## src/rtl/stream_pkt_pkg.sv

```systemverilog
// Shared definitions for the stream packet transmitter.
//   - default widths, matching the crossbar slave port this block drives
//   - FSM state encoding
//   - PTR_W: FIFO pointer width at the default depth
package stream_pkt_pkg;

  localparam int M_DATA_COUNT   = 2;
  localparam int T_DATA_WIDTH_D = 8;
  localparam int T_DEST_WIDTH_D = $clog2(M_DATA_COUNT);
  localparam int LEN_WIDTH_D    = 8;
  localparam int FIFO_DEPTH_D   = 16;
  localparam int PTR_W          = $clog2(FIFO_DEPTH_D);

  typedef enum logic [1:0] {
    IDLE = 2'd0,
    SEND = 2'd1,
    LAST = 2'd2
  } state_t;

endpackage

```

## src/rtl/stream_sync_fifo.sv

```systemverilog
// Synchronous payload FIFO with registered full/empty flags and an occupancy
// output.
//   wr_data/wr_valid/wr_ready : push side; wr_ready = !full and ignores a
//                               same-cycle pop
//   rd_data                   : head word (combinational read)
//   rd_pop                    : consume the head word (ignored when empty)
//   empty, level              : status, updated on the clock edge
module stream_sync_fifo #(
  parameter  int WIDTH = 8,
  parameter  int DEPTH = 16,
  localparam int AW    = $clog2(DEPTH)
) (
  input  logic             clk,
  input  logic             rst_n,
  input  logic [WIDTH-1:0] wr_data,
  input  logic             wr_valid,
  output logic             wr_ready,
  output logic [WIDTH-1:0] rd_data,
  input  logic             rd_pop,
  output logic             empty,
  output logic [AW:0]      level
);

  logic [WIDTH-1:0] mem [DEPTH];
  logic [AW-1:0]    wr_ptr, rd_ptr;
  logic [AW:0]      level_nxt;
  logic             full, push, pop;

  assign wr_ready = !full;
  assign push     = wr_valid && !full;
  assign pop      = rd_pop && !empty;
  assign rd_data  = mem[rd_ptr];

  always_comb begin
    level_nxt = level;
    if (push && !pop)      level_nxt = level + 1'b1;
    else if (!push && pop) level_nxt = level - 1'b1;
  end

  // Flags come from the next level so they are plain flops, not decode logic.
  // Pointers wrap by overflow since DEPTH is a power of two.
  always_ff @(posedge clk or negedge rst_n) begin
    if (!rst_n) begin
      wr_ptr <= '0;
      rd_ptr <= '0;
      level  <= '0;
      full   <= 1'b0;
      empty  <= 1'b1;
    end else begin
      if (push) wr_ptr <= wr_ptr + 1'b1;
      if (pop)  rd_ptr <= rd_ptr + 1'b1;
      level <= level_nxt;
      full  <= (level_nxt == (AW+1)'(DEPTH));
      empty <= (level_nxt == '0);
    end
  end

  // Storage carries no reset; the pointers define what is valid.
  always_ff @(posedge clk) begin
    if (push) mem[wr_ptr] <= wr_data;
  end

endmodule

```

## src/rtl/stream_pkt_tx.sv

```systemverilog
// Packet transmitter for one crossbar slave port.
// Payload words are queued in a FIFO. A command (dest, len-1) frames the next
// len words into one stream packet. dest is held for the whole packet and
// last is asserted on the final beat.
//   cmd_valid/cmd_ready/cmd_dest/cmd_len : packet command, accepted in IDLE
//   wr_data/wr_valid/wr_ready            : payload push into the FIFO
//   s_data_o/s_dest_o/s_last_o/s_valid_o/s_ready_i : output stream
//   fifo_level                           : FIFO occupancy
//   busy                                 : a packet is in progress
module stream_pkt_tx
  import stream_pkt_pkg::*;
#(
  parameter int T_DATA_WIDTH = T_DATA_WIDTH_D,
  parameter int T_DEST_WIDTH = T_DEST_WIDTH_D,
  parameter int LEN_WIDTH    = LEN_WIDTH_D,
  parameter int FIFO_DEPTH   = FIFO_DEPTH_D
) (
  input  logic                          clk,
  input  logic                          rst_n,
  input  logic                          cmd_valid,
  output logic                          cmd_ready,
  input  logic [T_DEST_WIDTH-1:0]       cmd_dest,
  input  logic [LEN_WIDTH-1:0]          cmd_len,
  input  logic [T_DATA_WIDTH-1:0]       wr_data,
  input  logic                          wr_valid,
  output logic                          wr_ready,
  output logic [T_DATA_WIDTH-1:0]       s_data_o,
  output logic [T_DEST_WIDTH-1:0]       s_dest_o,
  output logic                          s_last_o,
  output logic                          s_valid_o,
  input  logic                          s_ready_i,
  output logic [$clog2(FIFO_DEPTH):0]   fifo_level,
  output logic                          busy
);

  state_t                  state, state_nxt;
  logic [T_DEST_WIDTH-1:0] dest_q;
  logic [LEN_WIDTH-1:0]    beat_cnt;
  logic [T_DATA_WIDTH-1:0] fifo_head;
  logic                    fifo_empty;
  logic                    cmd_hs, slot_free, load, bubble, out_done;

  stream_sync_fifo #(
    .WIDTH (T_DATA_WIDTH),
    .DEPTH (FIFO_DEPTH)
  ) u_fifo (
    .clk      (clk),
    .rst_n    (rst_n),
    .wr_data  (wr_data),
    .wr_valid (wr_valid),
    .wr_ready (wr_ready),
    .rd_data  (fifo_head),
    .rd_pop   (load),
    .empty    (fifo_empty),
    .level    (fifo_level)
  );

  // The output register can take a new beat when it is empty or being drained.
  assign slot_free = !s_valid_o || s_ready_i;
  assign cmd_hs    = cmd_valid && cmd_ready;
  assign load      = (state == SEND) && slot_free && !fifo_empty;
  assign bubble    = (state == SEND) && slot_free && fifo_empty;
  assign out_done  = (state == LAST) && s_valid_o && s_ready_i;
  assign busy      = (state != IDLE);

  always_ff @(posedge clk or negedge rst_n) begin
    if (!rst_n) state <= IDLE;
    else        state <= state_nxt;
  end

  always_comb begin
    state_nxt = state;
    cmd_ready = 1'b0;
    case (state)
      IDLE: begin
        cmd_ready = 1'b1;
        if (cmd_valid) state_nxt = SEND;
      end
      SEND: if (load && beat_cnt == '0) state_nxt = LAST;
      LAST: if (out_done) state_nxt = IDLE;
      default: state_nxt = IDLE;
    endcase
  end

  // beat_cnt counts down the remaining beats. It is compared against zero
  // rather than counting up to len+1, so a max-length command cannot overflow.
  always_ff @(posedge clk or negedge rst_n) begin
    if (!rst_n) begin
      dest_q   <= '0;
      beat_cnt <= '0;
    end else if (cmd_hs) begin
      dest_q   <= cmd_dest;
      beat_cnt <= cmd_len;
    end else if (load) begin
      beat_cnt <= beat_cnt - 1'b1;
    end
  end

  // Output register. While a beat is stalled, slot_free is low, so nothing
  // here changes until the beat is accepted.
  always_ff @(posedge clk or negedge rst_n) begin
    if (!rst_n) begin
      s_data_o  <= '0;
      s_dest_o  <= '0;
      s_last_o  <= 1'b0;
      s_valid_o <= 1'b0;
    end else if (load) begin
      s_data_o  <= fifo_head;
      s_dest_o  <= dest_q;
      s_last_o  <= (beat_cnt == '0);
      s_valid_o <= 1'b1;
    end else if (bubble) begin
      s_valid_o <= 1'b0;
    end else if (out_done) begin
      s_valid_o <= 1'b0;
      s_last_o  <= 1'b0;
    end
  end

endmodule
```

## config.mk

```make
export PLATFORM = sky130hd
export DESIGN_NAME = stream_pkt_tx
export DESIGN_NICKNAME = d
export VERILOG_FILES = /design/src/rtl/stream_pkt_pkg.sv /design/src/rtl/stream_sync_fifo.sv /design/src/rtl/stream_pkt_tx.sv
export SDC_FILE = /design/constraint.sdc
export NUM_CORES = 1
export LEC_CHECK = 0
export CORE_UTILIZATION = 50
export CTS_CLUSTER_DIAMETER = 80
export DETAILED_ROUTE_END_ITERATION = 7
export HOLD_SLACK_MARGIN = 0.15
export PLACE_DENSITY_LB_ADDON = 0.12
export SLEW_MARGIN = 20
export SYNTH_ARGS = -nofsm -noshare
export SYNTH_HDL_FRONTEND = slang
export SYNTH_SLANG_ARGS = --single-unit
```

## constraint.sdc

```tcl
create_clock -name clk -period 5.53 [get_ports clk]
set_input_delay 0.8295 -clock clk [delete_from_list [all_inputs] [get_ports clk]]
set_output_delay 0.8295 -clock clk [all_outputs]
set_load 0.03 [all_outputs]
```

Yosys cells after proc, flatten, opt, wreduce, memory -nomap -nowiden
Memories as Yosys holds them, arrays and structs flattened. A register that Yosys moved wholly into a read port is not among the register bits.
Cells that the tools add are included.
{"block": "totals", "reg_bits": 29, "mem_bits_rw": 128, "memories": 1}
{"block": "op_classes", "n_addsub": 5, "n_eq_ne": 7, "n_mux": 16, "reduce_logical": 27}
{"name": "u_fifo.mem", "words": 16, "width": 8, "rd": 1, "rd_clocked_by_memory_dff": 1, "write_ports": 1, "line_no": "stream_sync_fifo.sv:24", "rtl": "logic [WIDTH-1:0] mem [DEPTH];"}
{"operator": "$mux 8", "count": 2}
{"operator": "$logic_and 1x1->1", "count": 11}
{"operator": "$mux 5", "count": 2}
{"operator": "$add 4x1->4 const B", "count": 2}
{"operator": "$logic_not 8->1", "count": 1}
{"operator": "$mux 1", "count": 8}
{"operator": "$sub 8x1->8 const B", "count": 1}
{"operator": "$logic_not 1->1", "count": 6}
{"operator": "$mux 2", "count": 3}
{"operator": "$ne 2x2->1 const B", "count": 3}
{"operator": "$pmux 2 s3", "count": 1}
{"operator": "$reduce_bool 2->1", "count": 3}
{"operator": "$add 5x1->5 const B", "count": 1}
{"operator": "$eq 5x5->1 const B", "count": 1}
{"operator": "$logic_not 5->1", "count": 1}
{"operator": "$sub 5x1->5 const B", "count": 1}
{"operator": "$reduce_and 3->1", "count": 1}
{"operator": "$reduce_bool 3->1", "count": 1}
{"operator": "$eq 2x1->1 const B", "count": 1}
{"operator": "$eq 2x2->1 const B", "count": 1}
{"operator": "$logic_not 2->1", "count": 1}
{"operator": "$ne 2x1->1 const B", "count": 1}
{"operator": "$reduce_and 2->1", "count": 1}
{"operator": "$logic_or 1x1->1", "count": 1}

Depth between registers and ports, before layout
{"block": "logic_depth", "word_depth": 9, "mapped_depth": 8, "depth_no_buf": 7}

Cells and area by module
Synthesis repeated with hierarchy kept, for this count alone.
{"block": "hier_totals", "cells_unflattened": 416, "hier_area_um2": 6914.1}
{"module": "stream_sync_fifo", "instances": 1, "cells_per_inst": 297, "area_per_inst_um2": 5805.6}
{"module": "stream_pkt_tx", "instances": 1, "cells_per_inst": 119, "area_per_inst_um2": 1108.6}

Worst setup path after synthesis
No wires, ideal clock.
{"block": "synth_path", "kind": "input -> register", "startpoint": "in wr_valid", "endpoint": "mem u_fifo.mem[3][0], enable pin", "setup_ns": 0.383, "arrival_time_ns": 1.987, "setup_slack_ns": 3.159, "path_stages": 4, "path_buffers": 1, "path_cell_list": "nor2b_1 buf_2 nand2_1 nor3_1"}
{"block": "synth_via", "elab_chain_len": 3}
{"item": "start, declared", "line_no": "stream_pkt_tx.sv:25", "rtl": "input logic wr_valid,"}
{"item": "$logic_and 1x1->1", "line_no": "stream_sync_fifo.sv:30", "rtl": "assign push = wr_valid && !full;"}
{"item": "$mux 1", "line_no": "stream_sync_fifo.sv:60", "rtl": "if (push) mem[wr_ptr] <= wr_data;"}
{"item": "$mux 1 (implied by the code)", "line_no": "stream_sync_fifo.sv:60"}
{"item": "end, declared", "line_no": "stream_sync_fifo.sv:24"}
Every way passes these cells.

Worst setup path in the final report
{"block": "layout_path", "startpoint": "in s_ready_i", "endpoint": "reg beat_cnt[5]"}
{"block": "layout_via", "elab_chain_len": 4}
{"item": "start, declared", "line_no": "stream_pkt_tx.sv:31", "rtl": "input logic s_ready_i,"}
{"item": "$logic_or 1x1->1", "line_no": "stream_pkt_tx.sv:59", "rtl": "assign slot_free = !s_valid_o || s_ready_i;"}
{"item": "$logic_and 1x1->1 (2 in series)", "line_no": "stream_pkt_tx.sv:61", "rtl": "assign load = (state == SEND) && slot_free && !fifo_empty;"}
{"item": "$reduce_bool 2->1 (no source line)"}
{"item": "end signal, assigned", "line_no": "stream_pkt_tx.sv:93", "rtl": "beat_cnt <= cmd_len;"}
{"item": "end signal, assigned", "line_no": "stream_pkt_tx.sv:95", "rtl": "beat_cnt <= beat_cnt - 1'b1;"}
{"item": "end, declared", "line_no": "stream_pkt_tx.sv:38", "rtl": "logic [LEN_WIDTH-1:0] beat_cnt;"}
Every way passes these cells.
A chain may end at the register's enable or synchronous reset.

==> impl_metrics.csv <==
group,metric,value,unit
placement,pre_cts_slack,2310,ps
timing,tns,0,ps
timing,fmax,364,MHz
global_routing,grt-ovfl-total,0,
logic_synthesis,synth_seq_area_share,68.5,%
cells_and_area,layout_commonest_cell,"edfxtp_1",
logic_synthesis,synthesis.area,0.00696,mm^2
setup_path,cp-start-kind,"input pin",
clock_tree,clkLatencyLatePin,420,ps
timing,period_share,49.7,%
floorplan,rows,42,
global_routing,antenna_found_initial,0,
timing,rsz0062_at_grt,"false",
route,viasPerCell,5.74,
floorplan,core_area,0.0134,mm^2
route,vias,3851,
cells_and_area,layout_common_cells,"edfxtp_1, nor2_1, clkdlybuf4s50_1",
job,drv_cap,0,
timing,hold_viol,0,
route,ant_nets,0,
floorplan,initial_core_util,52.0,%
timing,setup_violations,0,
setup_path,r2r_start,"state[1]",
cells_and_area,diodes,0,
setup_path,ff2ff_path_depth,5,
route,wire_per_inst,20.0,um
logic_synthesis,synth_top_area_share,55.2,%
logic_synthesis,synth_ff_type,"edfxtp_1",
placement,io_buffers,40,
min_path,min_path_cells,2,
cells_and_area,fillCellCount,1046,
cells_and_area,area_growth_syn_to_layout,14.6,%
clock_tree,cts_setup_buffers,0,
route,drt-initial-drc-count,450,
clock_tree,cts-resized-gates,0,
placement,gp_congestion,0.839,
logic_synthesis,synthTopCellsByArea,"edfxtp_1, dfrtp_1, mux4_2, mux4_1, mux2i_1",
route,drc,0,
cells_and_area,drive_gt1_share,11.3,%
setup_path,end_kind,"flip-flop",
floorplan,die_w,120,um
clock_tree,cts_tree,"done",
timing,worst_pin_slew,992,ps
clock_tree,cts.sinks,165,
logic_synthesis,syn_area_per_cell,15.7,um^2
timing,fin_skew,8.66,ps
global_routing,grt_max_degree,44,
global_routing,grt_pass1_vias,3909,
pwr,power_per_cell_area,521,mW/mm^2
clock_tree,cts_max_level,4,
setup_path,ff2ff_setup_slack,3220,ps
min_path,hp-class,"flip-flop to flip-flop",
timing,setup_ws,2780,ps
floorplan,io_pins,41,
timing,period_needed,2750,ps
setup_path,reg2reg_to,"beat_cnt[5]",
cells_and_area,fin_cells,671,
global_routing,grt_pass1_wl,21700,um
clock_tree,ctsLongestPathBuffers,2,
logic_synthesis,syn_inst,443,
logic_synthesis,ys_seq_elements,165,
route,dr.pass1.iters,5,
pwr,p_leak,2.82,nW
global_routing,grtUsageTotal,20.8,%
floorplan,dieHeight,120,um
cells_and_area,fin_nets,513,
clock_tree,clk_pin_slew,60,ps
timing,maxSlewViolCount,0,
placement,dp.cells,639,
min_path,holdCritStartpoint,"dest_q",
clock_tree,numCtsBuffers,17,
clock_tree,root_buffer,"clkbuf_16",
setup_path,crit_type,"input pin to flip-flop",
setup_path,worstPathArrival,3030,ps
logic_synthesis,ys_types,51,
setup_path,required,5810,ps
pwr,irDropWorstVdd,0.000294,V
floorplan,die_area,0.0144,mm^2
setup_path,path_max_fanout,29,
logic_synthesis,synthesis.nets,474,
logic_synthesis,synth_edf_count,128,
outcome,outcome,"finished clean",
min_path,hold_end,"s_dest_o",
placement,hpwlAfterDp,8510,um
clock_tree,cts_hold_buf,0,
route,finalWirelength,13400,um
logic_synthesis,synthArstFlopShare,22.4,%
logic_synthesis,synth_area_leader_cell,"edfxtp_1",
timing,slew_headroom,33.6,%
cells_and_area,final_core_util,59.5,%
logic_synthesis,yosys_warnings,0,
[cell families after synthesis]
| family | count (synthesis) | synth area share, % |
|---|---|---|
| flip-flops | 165 | 68.5 |
| AND/OR/NAND/NOR | 123 | 8.21 |
| AO/OA/AOI/OAI | 53 | 5.03 |
| multiplexers | 49 | 12.0 |
| buffers and inverters | 34 | 3.38 |
| XOR/XNOR | 10 | 1.26 |
| adder cells (fa/ha/maj) | 9 | 1.62 |
[cells in the mapped netlist (7+ instances only)]
| cell | instances |
|---|---|
| a21oi_1 | 13 |
| mux4_2 | 13 |
| inv_1 | 11 |
| nand2_1 | 31 |
| nand3_1 | 10 |
| mux2i_1 | 24 |
| o21ai_0 | 8 |
| edfxtp_1 | 128 |
| dfrtp_1 | 36 |
| a31oi_1 | 9 |
| xnor2_1 | 7 |
| mux4_1 | 11 |
| nor2_1 | 49 |
| ha_1 | 9 |
| buf_2 | 7 |
[per-layer routing]
metal	vias up	wire length [um]	track usage, %
li1	1778	-	-
met1	1940	6240	29.9
met2	110	6190	30.4
met3	23	714	5.56
met4	0	244	7.66
met5	-	0	0
[worst max-delay path: stages]
cell and delay [ps]:
clkdlybuf4s50_1 510, and2b_1 260, nor3_4 820, nand3_1 260, o211ai_1 210, o311ai_0 150
[where the power goes]
group	leakage, nW	internal (mW)	switching (mW)
logic	0.971	0.575	0.760
registers	1.59	1.56	0.180
clock network	0.256	0.615	0.460
total	2.82	2.75	1.40
[per-stage QoR]
step	hold WS (ps)	cell area, um^2	total power [mW]
after CTS	469	7960	4.19
after global routing	474	7980	4.39
after floorplan	439	6960	2.76
after global placement	458	7410	3.08
final	467	7980	4.15
after detailed placement	458	7420	3.10
[registers in the layout (all words and copies together), names as in the netlist]
| name | cells |
|---|---|
| u_fifo.level | 5 |
| u_fifo.full | 1 |
| s_dest_o | 1 |
| u_fifo.rd_ptr | 4 |
| s_valid_o | 1 |
| s_last_o | 1 |
| u_fifo.wr_ptr | 4 |
| state | 2 |
| beat_cnt | 8 |
| dest_q | 1 |
| s_data_o | 8 |
| u_fifo.mem | 128 |
| u_fifo.empty | 1 |
[area by class of cell]
| type | instances | area, um^2 | area share [%] |
|---|---|---|---|
| clock buffer | 19 | 433 | 5.43 |
| clock inverter | 13 | 110 | 1.38 |
| inverter | 11 | 41.3 | 0.518 |
| multi-input combinational | 244 | 1980 | 24.8 |
| sequential | 165 | 4770 | 59.8 |
| tap | 176 | 220 | 2.76 |
| timing repair buffer | 43 | 418 | 5.24 |
[worst max-delay path by stage]
stage	slack [ps]	start	depth (start not counted)	endpoint
floorplan	3160	wr_valid	4	u_fifo.mem[3][0]
global placement	2420	s_ready_i	6	beat_cnt[5]
detailed placement	2310	s_ready_i	6	beat_cnt[5]
CTS	2780	s_ready_i	6	beat_cnt[5]
global route	2420	s_ready_i	6	beat_cnt[5]
finish	2780	s_ready_i	6	beat_cnt[5]
Note: power is estimated with default switching activity, not from simulation.
